## src/rtl/alu_result_select_seq_if.sv

```systemverilog
// Result-select bus: operation-unit channels in, registered result and flags out.
// The master side drives the request and channel signals; the slave side is the selector.
interface alu_result_select_seq_if #(
    parameter int WIDTH = 8,
    parameter int NCH   = 8,
    parameter int SELW  = 3
) ();
    logic                   start;
    logic [SELW-1:0]        sel;
    logic [NCH*WIDTH-1:0]   ch_data;
    logic [NCH-1:0]         ch_done;
    logic [NCH-1:0]         ch_carry;
    logic [WIDTH-1:0]       result;
    logic                   valid;
    logic                   busy;
    logic                   flag_zero;
    logic                   flag_neg;
    logic                   flag_carry;
    logic                   err;

    modport master (
        output start, sel, ch_data, ch_done, ch_carry,
        input  result, valid, busy, flag_zero, flag_neg, flag_carry, err
    );

    modport slave (
        input  start, sel, ch_data, ch_done, ch_carry,
        output result, valid, busy, flag_zero, flag_neg, flag_carry, err
    );
endinterface

```

## src/rtl/alu_result_select_seq.sv

```systemverilog
// Registered ALU result selector: picks one operation channel, waits for its
// done strobe (or a timeout), then registers result, flags and a valid pulse.
module alu_result_select_seq #(
    parameter int WIDTH   = 8,
    parameter int NCH     = 8,
    parameter int SELW    = 3,
    parameter int TIMEOUT = 16
) (
    input  logic                  clk,
    input  logic                  rst,
    alu_result_select_seq_if.slave bus
);
    localparam int CW = (TIMEOUT > 1) ? $clog2(TIMEOUT) : 1;

    typedef enum logic [1:0] {
        S_IDLE,
        S_WAIT,
        S_DONE
    } state_t;

    state_t            state_q;
    logic [SELW-1:0]   sel_q;
    logic [CW-1:0]     cnt_q;
    logic [CW-1:0]     cnt_d;
    logic [WIDTH-1:0]  result_q;
    logic              valid_q;
    logic              busy_q;
    logic              zero_q;
    logic              neg_q;
    logic              carry_q;
    logic              err_q;

    logic [WIDTH-1:0]  pick_data;
    logic              pick_done;
    logic              pick_carry;
    logic              sel_ok;
    logic              cnt_last;

    // sel_q is only ever loaded with an in-range index, so the loop covers it
    always_comb begin
        pick_data  = '0;
        pick_done  = 1'b0;
        pick_carry = 1'b0;
        for (int k = 0; k < NCH; k++) begin
            if (sel_q == SELW'(k)) begin
                pick_data  = bus.ch_data[k*WIDTH +: WIDTH];
                pick_done  = bus.ch_done[k];
                pick_carry = bus.ch_carry[k];
            end
        end
    end

    assign sel_ok   = int'(bus.sel) < NCH;
    assign cnt_d    = cnt_q + CW'(1);
    assign cnt_last = (cnt_q == CW'(TIMEOUT - 1));

    always_ff @(posedge clk or posedge rst) begin
        if (rst) begin
            state_q  <= S_IDLE;
            sel_q    <= '0;
            cnt_q    <= '0;
            result_q <= '0;
            valid_q  <= 1'b0;
            busy_q   <= 1'b0;
            zero_q   <= 1'b1;
            neg_q    <= 1'b0;
            carry_q  <= 1'b0;
            err_q    <= 1'b0;
        end else begin
            valid_q <= 1'b0;
            unique case (state_q)
                S_IDLE: begin
                    if (bus.start) begin
                        busy_q <= 1'b1;
                        if (sel_ok) begin
                            sel_q   <= bus.sel;
                            cnt_q   <= '0;
                            state_q <= S_WAIT;
                        end else begin
                            result_q <= '0;
                            zero_q   <= 1'b1;
                            neg_q    <= 1'b0;
                            carry_q  <= 1'b0;
                            err_q    <= 1'b1;
                            valid_q  <= 1'b1;
                            state_q  <= S_DONE;
                        end
                    end
                end
                S_WAIT: begin
                    // done wins over timeout in the same cycle
                    if (pick_done) begin
                        result_q <= pick_data;
                        zero_q   <= (pick_data == '0);
                        neg_q    <= pick_data[WIDTH-1];
                        carry_q  <= pick_carry;
                        err_q    <= 1'b0;
                        valid_q  <= 1'b1;
                        state_q  <= S_DONE;
                    end else if (cnt_last) begin
                        result_q <= '0;
                        zero_q   <= 1'b1;
                        neg_q    <= 1'b0;
                        carry_q  <= 1'b0;
                        err_q    <= 1'b1;
                        valid_q  <= 1'b1;
                        state_q  <= S_DONE;
                    end else begin
                        cnt_q <= cnt_d;
                    end
                end
                S_DONE: begin
                    busy_q  <= 1'b0;
                    state_q <= S_IDLE;
                end
                default: begin
                    busy_q  <= 1'b0;
                    state_q <= S_IDLE;
                end
            endcase
        end
    end

    assign bus.result     = result_q;
    assign bus.valid      = valid_q;
    assign bus.busy       = busy_q;
    assign bus.flag_zero  = zero_q;
    assign bus.flag_neg   = neg_q;
    assign bus.flag_carry = carry_q;
    assign bus.err        = err_q;
endmodule

```

## src/flat_wrapper.sv

```systemverilog
// flat-port wrapper written by rule: the top's interface ports become plain ports
module alu_result_select_seq_flat 
#(
    parameter int WIDTH   = 8,
    parameter int NCH     = 8,
    parameter int SELW    = 3,
    parameter int TIMEOUT = 16
)
  (clk, rst, bus_start, bus_sel, bus_ch_data, bus_ch_done, bus_ch_carry, bus_result, bus_valid, bus_busy, bus_flag_zero, bus_flag_neg, bus_flag_carry, bus_err);
  alu_result_select_seq_if #(.WIDTH(WIDTH), .NCH(NCH), .SELW(SELW)) bus_i ();
  input  logic clk;
  input  logic rst;
  input wire logic [$bits(bus_i.start)-1:0] bus_start;
  input wire logic [$bits(bus_i.sel)-1:0] bus_sel;
  input wire logic [$bits(bus_i.ch_data)-1:0] bus_ch_data;
  input wire logic [$bits(bus_i.ch_done)-1:0] bus_ch_done;
  input wire logic [$bits(bus_i.ch_carry)-1:0] bus_ch_carry;
  output wire logic [$bits(bus_i.result)-1:0] bus_result;
  output wire logic [$bits(bus_i.valid)-1:0] bus_valid;
  output wire logic [$bits(bus_i.busy)-1:0] bus_busy;
  output wire logic [$bits(bus_i.flag_zero)-1:0] bus_flag_zero;
  output wire logic [$bits(bus_i.flag_neg)-1:0] bus_flag_neg;
  output wire logic [$bits(bus_i.flag_carry)-1:0] bus_flag_carry;
  output wire logic [$bits(bus_i.err)-1:0] bus_err;
  assign bus_i.start = bus_start;
  assign bus_i.sel = bus_sel;
  assign bus_i.ch_data = bus_ch_data;
  assign bus_i.ch_done = bus_ch_done;
  assign bus_i.ch_carry = bus_ch_carry;
  assign bus_result = bus_i.result;
  assign bus_valid = bus_i.valid;
  assign bus_busy = bus_i.busy;
  assign bus_flag_zero = bus_i.flag_zero;
  assign bus_flag_neg = bus_i.flag_neg;
  assign bus_flag_carry = bus_i.flag_carry;
  assign bus_err = bus_i.err;
  alu_result_select_seq #(.WIDTH(WIDTH), .NCH(NCH), .SELW(SELW), .TIMEOUT(TIMEOUT)) u_core (.clk(clk), .rst(rst), .bus(bus_i));
endmodule
```

## config.mk

```make
export PLATFORM = sky130hd
export DESIGN_NAME = alu_result_select_seq_flat
export DESIGN_NICKNAME = d
export VERILOG_FILES = /design/src/rtl/alu_result_select_seq_if.sv /design/src/rtl/alu_result_select_seq.sv /design/src/flat_wrapper.sv
export SDC_FILE = /design/constraint.sdc
export NUM_CORES = 1
export LEC_CHECK = 0
export BUFFER_PORTS_ARGS = -buffer_cell sky130_fd_sc_hd__clkbuf_2
export CAP_MARGIN = 5
export CORE_ASPECT_RATIO = 1.2
export CORE_MARGIN = 10
export CORE_UTILIZATION = 25
export CTS_BUF_LIST = sky130_fd_sc_hd__clkbuf_8
export DETAILED_ROUTE_END_ITERATION = 10
export GPL_ROUTABILITY_DRIVEN = 0
export REMOVE_ABC_BUFFERS = 1
export SLEW_MARGIN = 10
export SYNTH_ARGS = -nofsm -noshare
export SYNTH_HDL_FRONTEND = slang
export SYNTH_SLANG_ARGS = --single-unit
```

## constraint.sdc

```tcl
create_clock -name clk -period 3.65 [get_ports clk]
set_input_delay 0.365 -clock clk [delete_from_list [all_inputs] [get_ports clk]]
set_output_delay 0.365 -clock clk [all_outputs]
set_load 0.1 [all_outputs]
```

==> summary.md, run 1 <==
| Metric | Value |
|---|---|
| Hold_buf cts | 0 |
| Num CTS Buffers | 3 |
| Ant. Diodes | 0 |
| Crit path kind | flop to flop |
| Post-DRT Antenna Nets | 0 |
| Simple-gate share of the synthesized area | 14.04% |
| DR iter-0 viols | 81 |
| Post-DP HPWL | 4631 µm |
| Seq cells post-synth | 22 |
| CTS max path bufs | 2 |
| Async SR Flop Fraction | 100.0% |
| Row Count | 32 |
| Largest family of logic cells by synthesized area | multiplexers |
| R2r endpoint | u_core.bus.result[2]$_DFFE_PP0P_ |
| First drt pass iteration count | 4 |
| Buffers on Ports | 99 |
| WL final | 5376 µm |
| Unrepaired setup endpoints after global routing | no |
| Grt ovf | 0 |
| Fin. Hold Viols | 0 |
| Vias in the first global route | 1768 |
| Routed vias | 1627 |
| H-Tree Level Count | 1 |
| Max Fanout on Critical Path | 20 |
| Synth area leaders | dfrtp_1 32%, mux4_2 16%, mux2i_1 4.8% |
| Mapped Area | 0.001658 mm² |
| Fmax | 0.3694 GHz |
| Final core occ | 35.19% |
| Core area | 0.006446 mm² |
| Clock sink total | 22 |
| Die W | 94.34 µm |
| PD cells | 921.7 mW/mm² |
| Compound-Gate Fraction of Synth Area | 20.53% |
| Setup ws final | 942.6 ps |
| Reg2reg start | u_core.sel_q[0]$_DFFE_PP0P_ |
| MaxCap Viol Count | 0 |
| Worst slew pin tran | 893.2 ps |
| Cell count after placement | 337 |
| # setup viols final | 0 |
| Pin count of the biggest net entering global routing | 23 |
| Kind of end point of the critical path | flop |
| First-pass GRT wire length | 8576 µm |
| Tot Pwr | 2.091 mW |
| Cell area after layout | 0.002268 mm² |
| Initial antenna violation count | 0 |
| Clk_lat worst skew | 270 ps |
| Final Max Tran Viols | 0 |
| Critical Path RT | 3800 ps |
| Gr usage total | 10.31% |
| Synth area leader | dfrtp_1 |
| Tcrit/Tclk final | 74.18% |
| Setup bufs post-CTS | 0 |
| Avg Cell Area, Syn | 10.43 µm² |
| Nets@finish | 344 |
| Post-synthesis sequential area ratio | 33.28% |
| Worst r2r path cells | 5 |
| Flop2flop setup slack | 940 ps |
| Post-synth cell types | 43 |
| Worst EP arrival | 2860 ps |
| Via/cell ratio | 4.771 |
| Worst Skew | 8.197 ps |
| XOR/XNOR share of the synthesized area | 1.057% |
| Most common cell after layout, fill and taps aside | clkbuf_2 |
| Die area | 0.01030 mm² |
| Setup tns final | 0 ps |
| Root Buffer Master | clkbuf_8 |
| Residual DRC count | 0 |
| Status | complete, no violations |
| Min Tclk post-route | 2707 ps |
| Yosys warnings | 0 |
| EDFF count, synth | 0 |
| Pre-CTS setup slack | 954.6 ps |
| Routed WL per cell | 15.77 µm |
| Post-synthesis mux area share | 24.53% |
| Die height | 109.2 µm |
| Syn Inst Count | 159 |
| Area Overhead vs Synth | 36.83% |
| Hold crit path type | input port to asynchronous set/reset pin |
| CP Launch Type | flop |
| Pleak | 1.140 nW |
| Most frequent cells in the layout | 99 x clkbuf_2, 21 x dfrtp_1, 15 x nand2_1, 12 x mux4_2, 12 x o21ai_0 |
| Starting Density | 25.72% |
| VDD IR max | 335.2 µV |
| Reg clk slew, reported paths | 80 ps |
| Post-route insts no fill | 341 |
| Share of cells above drive strength 1 | 51.56% |
| Synth Area in Adders | 0.7547% |
| I/O pins | 100 |
| Rel. slew slack | 40.46% |
| WHS | 236.9 ps |
| Synth Flop Type | dfrtp_1 |
| TritonCTS clock tree | built |
| Area share of the largest cell type after synthesis | 31.70% |
| Post-CTS Resized | 0 |
| Placed cell area | 0.002223 mm² |
[Yosys cell counts, types with 2 or more instances]
master,count
a32o_1,3
nor2_1,8
nand2_1,15
o21ai_1,2
nor3b_1,2
mux2i_1,8
nand4_1,2
o21ai_0,12
a21o_1,2
mux2_2,5
dfrtp_1,21
inv_1,7
buf_2,5
a2111oi_0,2
nand2b_1,4
mux4_2,12
buf_6,2
xor2_1,2
a21oi_1,9
buf_4,2
a31oi_1,2
a22o_1,5
nor2b_1,7
[worst max-delay path, cell delays in order, from the launching register on]
cell and delay, ps:
dfrtp_1 930, mux2_2 420, mux4_2 520, o21ai_2 310, inv_1 190, a22o_1 210
[layout make-up]
type,instances,area [µm²]
Clock inverter,1,3.754
Fill cell,672,4178
Sequential cell,22,551.8
Inverter,8,30.03
Tap cell,85,106.4
Timing Repair Buffer,103,525.5
Multi-Input combinational cell,119,1010
Clock buffer,3,41.29
[routing by layer]
layer / track usage (%) / vias to the layer above / share of wire, %
met5: 0 / - / 0
met4: 3.913 / 0 / 1.4
met3: 3.508 / 5 / 9.2
met2: 15.57 / 60 / 47
met1: 13.23 / 764 / 42
li1: - / 798 / -
[cells by family (layout without fill, tap and decap cells)]
family / count (synthesis) / count (layout)
AO/OA/AOI/OAI: 48 / 48
XOR/XNOR: 2 / 2
adder cells (fa/ha/maj): 1 / 1
buffers and inverters: 18 / 115
flip-flops: 22 / 22
multiplexers: 25 / 25
AND/OR/NAND/NOR: 43 / 43
[power by group]
group / leakage [nW] / internal, mW / total (mW) / switching, mW
registers: 0.276 / 0.348 / 0.503 / 0.155
logic: 0.837 / 0.492 / 1.43 / 0.942
clock network: 0.0269 / 0.0752 / 0.153 / 0.0777
total: 1.14 / 0.916 / 2.09 / 1.18
[worst max path at each step]
stage                                startpoint                          endpoint  slack, ps
floorplan           u_core.sel_q[0]$_DFFE_PP0P_  u_core.bus.flag_zero$_DFFE_PP1P_        730
detailed placement  u_core.sel_q[0]$_DFFE_PP0P_  u_core.bus.result[2]$_DFFE_PP0P_        950
CTS                 u_core.sel_q[0]$_DFFE_PP0P_  u_core.bus.result[2]$_DFFE_PP0P_        930
global route        u_core.sel_q[0]$_DFFE_PP0P_       u_core.cnt_q[0]$_DFFE_PP0P_        750
finish              u_core.sel_q[0]$_DFFE_PP0P_  u_core.bus.result[2]$_DFFE_PP0P_        940
global placement    u_core.sel_q[0]$_DFFE_PP0P_  u_core.bus.result[4]$_DFFE_PP0P_       1050
[state kept, by name, summed over array words and instances, names as in the netlist]
name,cells
u_core.sel_q,3
u_core.bus.flag_zero,1
u_core.bus.valid,1
u_core.bus.result,8
u_core.state_q,2
u_core.bus.err,1
u_core.bus.flag_carry,1
u_core.bus.busy,1
u_core.cnt_q,4
No activity file was read; power rests on OpenSTA's default activity.
==> run 2: changes to the inputs <==
Clock period 3.65 ns to 2.5 ns, I/O delays scaled along.
==> run 2 against run 1 <==
  * Sequential share of layout area is 0.42 points lower
  * Global-route usage is 0.064 points lower
  * Sequential power is 28% higher
  * Clock skew is 5.9 ps lower
  * Hold slack worse by 120 ps
==> summary.md, run 2 (synthesis gave the netlist of run 1 again) <==
| Metric | Value |
|---|---|
| Status | complete, no violations |
| Pre-CTS setup slack | 162.1 ps |
| Most common cell on crit path | nand2_1 |
| Reg2reg start | u_core.sel_q[0]$_DFFE_PP0P_ |
| Num CTS Buffers | 3 |
| R2r endpoint | u_core.bus.flag_zero$_DFFE_PP1P_ |
| Clock sink total | 22 |
| Worst Skew | 2.299 ps |
| Setup bufs post-CTS | 0 |
| Slowest stage cell, crit path | dfrtp_1 |
| Tcrit/Tclk final | 93.37% |
| Final Max Tran Viols | 0 |
| # setup viols final | 0 |
| Placed cell area | 0.002253 mm² |
| Most frequent cells in the layout | 99 x clkbuf_2, 21 x dfrtp_1, 15 x nand2_1, 12 x mux4_2, 12 x o21ai_0 |
| Max reg flops | 8 |
| I/O pins | 100 |
| TritonCTS clock tree | built |
| Gr usage total | 10.25% |
| Grt ovf | 0 |
| H-Tree Level Count | 1 |
| Worst EP arrival | 2520 ps |
| CP Cell Sequence | buf_4 > mux4_2 > nand2_1 > nand2_1 > or4_4 > a211oi_2 |
| First-pass GRT wire length | 8728 µm |
| Setup ws final | 165.9 ps |
| Post-CTS Resized | 0 |
| Hold crit path type | input port to asynchronous set/reset pin |
| Pleak | 1.162 nW |
| Worst r2r path cells | 6 |
| Vias in the first global route | 1883 |
| Routed vias | 1598 |
| Crit path kind | flop to flop |
| Post-DP HPWL | 4706 µm |
| Routed WL per cell | 15.56 µm |
| Die height | 109.2 µm |
| MaxCap Viol Count | 0 |
| Setup tns final | 0 ps |
| CP Launch Type | flop |
| Rel. slew slack | 46.40% |
| Reg area | 551.8 µm² |
| Starting Density | 25.72% |
| Max Fanout on Critical Path | 10 |
| Die W | 94.34 µm |
| Pin count of the biggest net entering global routing | 23 |
| CTS max path bufs | 2 |
| Most common cell after layout, fill and taps aside | clkbuf_2 |
| Reg clk slew, reported paths | 80 ps |
| Row Count | 32 |
| PD cells | 1348 mW/mm² |
| Hold_buf cts | 0 |
| Root Buffer Master | clkbuf_8 |
| Nets@finish | 348 |
| Via/cell ratio | 4.632 |
| Fin. Hold Viols | 0 |
| Post-DRT Antenna Nets | 0 |
| Kind of end point of the critical path | flop |
| Cell area after layout | 0.002308 mm² |
| Unrepaired setup endpoints after global routing | no |
| Initial antenna violation count | 0 |
| VDD IR max | 404.6 µV |
| Multi-input gate area | 0.001010 mm² |
| Critical Path RT | 2690 ps |
| Area Overhead vs Synth | 39.25% |
| Flop2flop setup slack | 170 ps |
| Share of cells above drive strength 1 | 52.69% |
| Fmax | 0.4284 GHz |
| WL final | 5368 µm |
| Ant. Diodes | 0 |
| # fillers | 660 |
| First drt pass iteration count | 4 |
| Crit path largest cell delay | 590 ps |
| Min Tclk post-route | 2334 ps |
| Core area | 0.006446 mm² |
| Residual DRC count | 0 |
| Clk_lat worst skew | 260 ps |
| Die area | 0.01030 mm² |
| Buffers on Ports | 99 |
| DR iter-0 viols | 87 |
| Worst slew pin tran | 803.1 ps |
[run 2: area by class of cell]
| type | instances | area share (%) |
|---|---|---|
| Clock buffer | 4 | 2.385 |
| Inverter | 8 | 1.301 |
| Multi-Input combinational cell | 119 | 43.74 |
| Sequential cell | 22 | 23.90 |
| Tap cell | 85 | 4.607 |
| Timing Repair Buffer | 107 | 24.07 |
[run 2: report_power, final]
group	internal, mW	total, mW	switching (mW)
Sequential	0.511	0.642	0.131
Clock	0.140	0.251	0.111
Combinational	0.756	2.22	1.46
[run 2: worst max-delay path by stage]
stage	start	end	slack (ps)	depth (start not counted)
4_1_cts	u_core.sel_q[0]$_DFFE_PP0P_	u_core.bus.flag_zero$_DFFE_PP1P_	130	6
6_report	u_core.sel_q[0]$_DFFE_PP0P_	u_core.bus.flag_zero$_DFFE_PP1P_	170	6
5_1_grt	u_core.sel_q[0]$_DFFE_PP0P_	u_core.bus.result[2]$_DFFE_PP0P_	0.6	5
3_5_place_dp	u_core.sel_q[0]$_DFFE_PP0P_	u_core.bus.result[5]$_DFFE_PP0P_	160	5
3_3_place_gp	u_core.sel_q[0]$_DFFE_PP0P_	u_core.bus.result[4]$_DFFE_PP0P_	170	5
2_1_floorplan	u_core.sel_q[0]$_DFFE_PP0P_	u_core.bus.flag_zero$_DFFE_PP1P_	-420	6
[run 2: metrics by stage]
stage          utilization [%]  hold WS (ps)  power, mW  instances
6_report                 35.81         117.3      3.111        345
5_1_grt                  35.81         184.6      3.361        345
4_1_cts                  35.81         150.4      3.159        345
3_5_place_dp             34.96         437.0      2.901        341
3_3_place_gp             34.96         430.5      2.886        341
2_1_floorplan                -         238.5      2.369        149
[run 2: per-layer routing]
layer / share of wire [%] / track usage [%]
met5: 0 / 0
met4: 1.6 / 3.804
met3: 7.9 / 2.613
met2: 48 / 16.45
met1: 42 / 12.88
[run 2: critical path, delay by kind of cell (launching register included)]
family,cells,cell delay [ps]
multiplexers,1,500
buffers and inverters,1,250
flip-flops,1,590
AND/OR/NAND/NOR,3,700
AO/OA/AOI/OAI,1,220
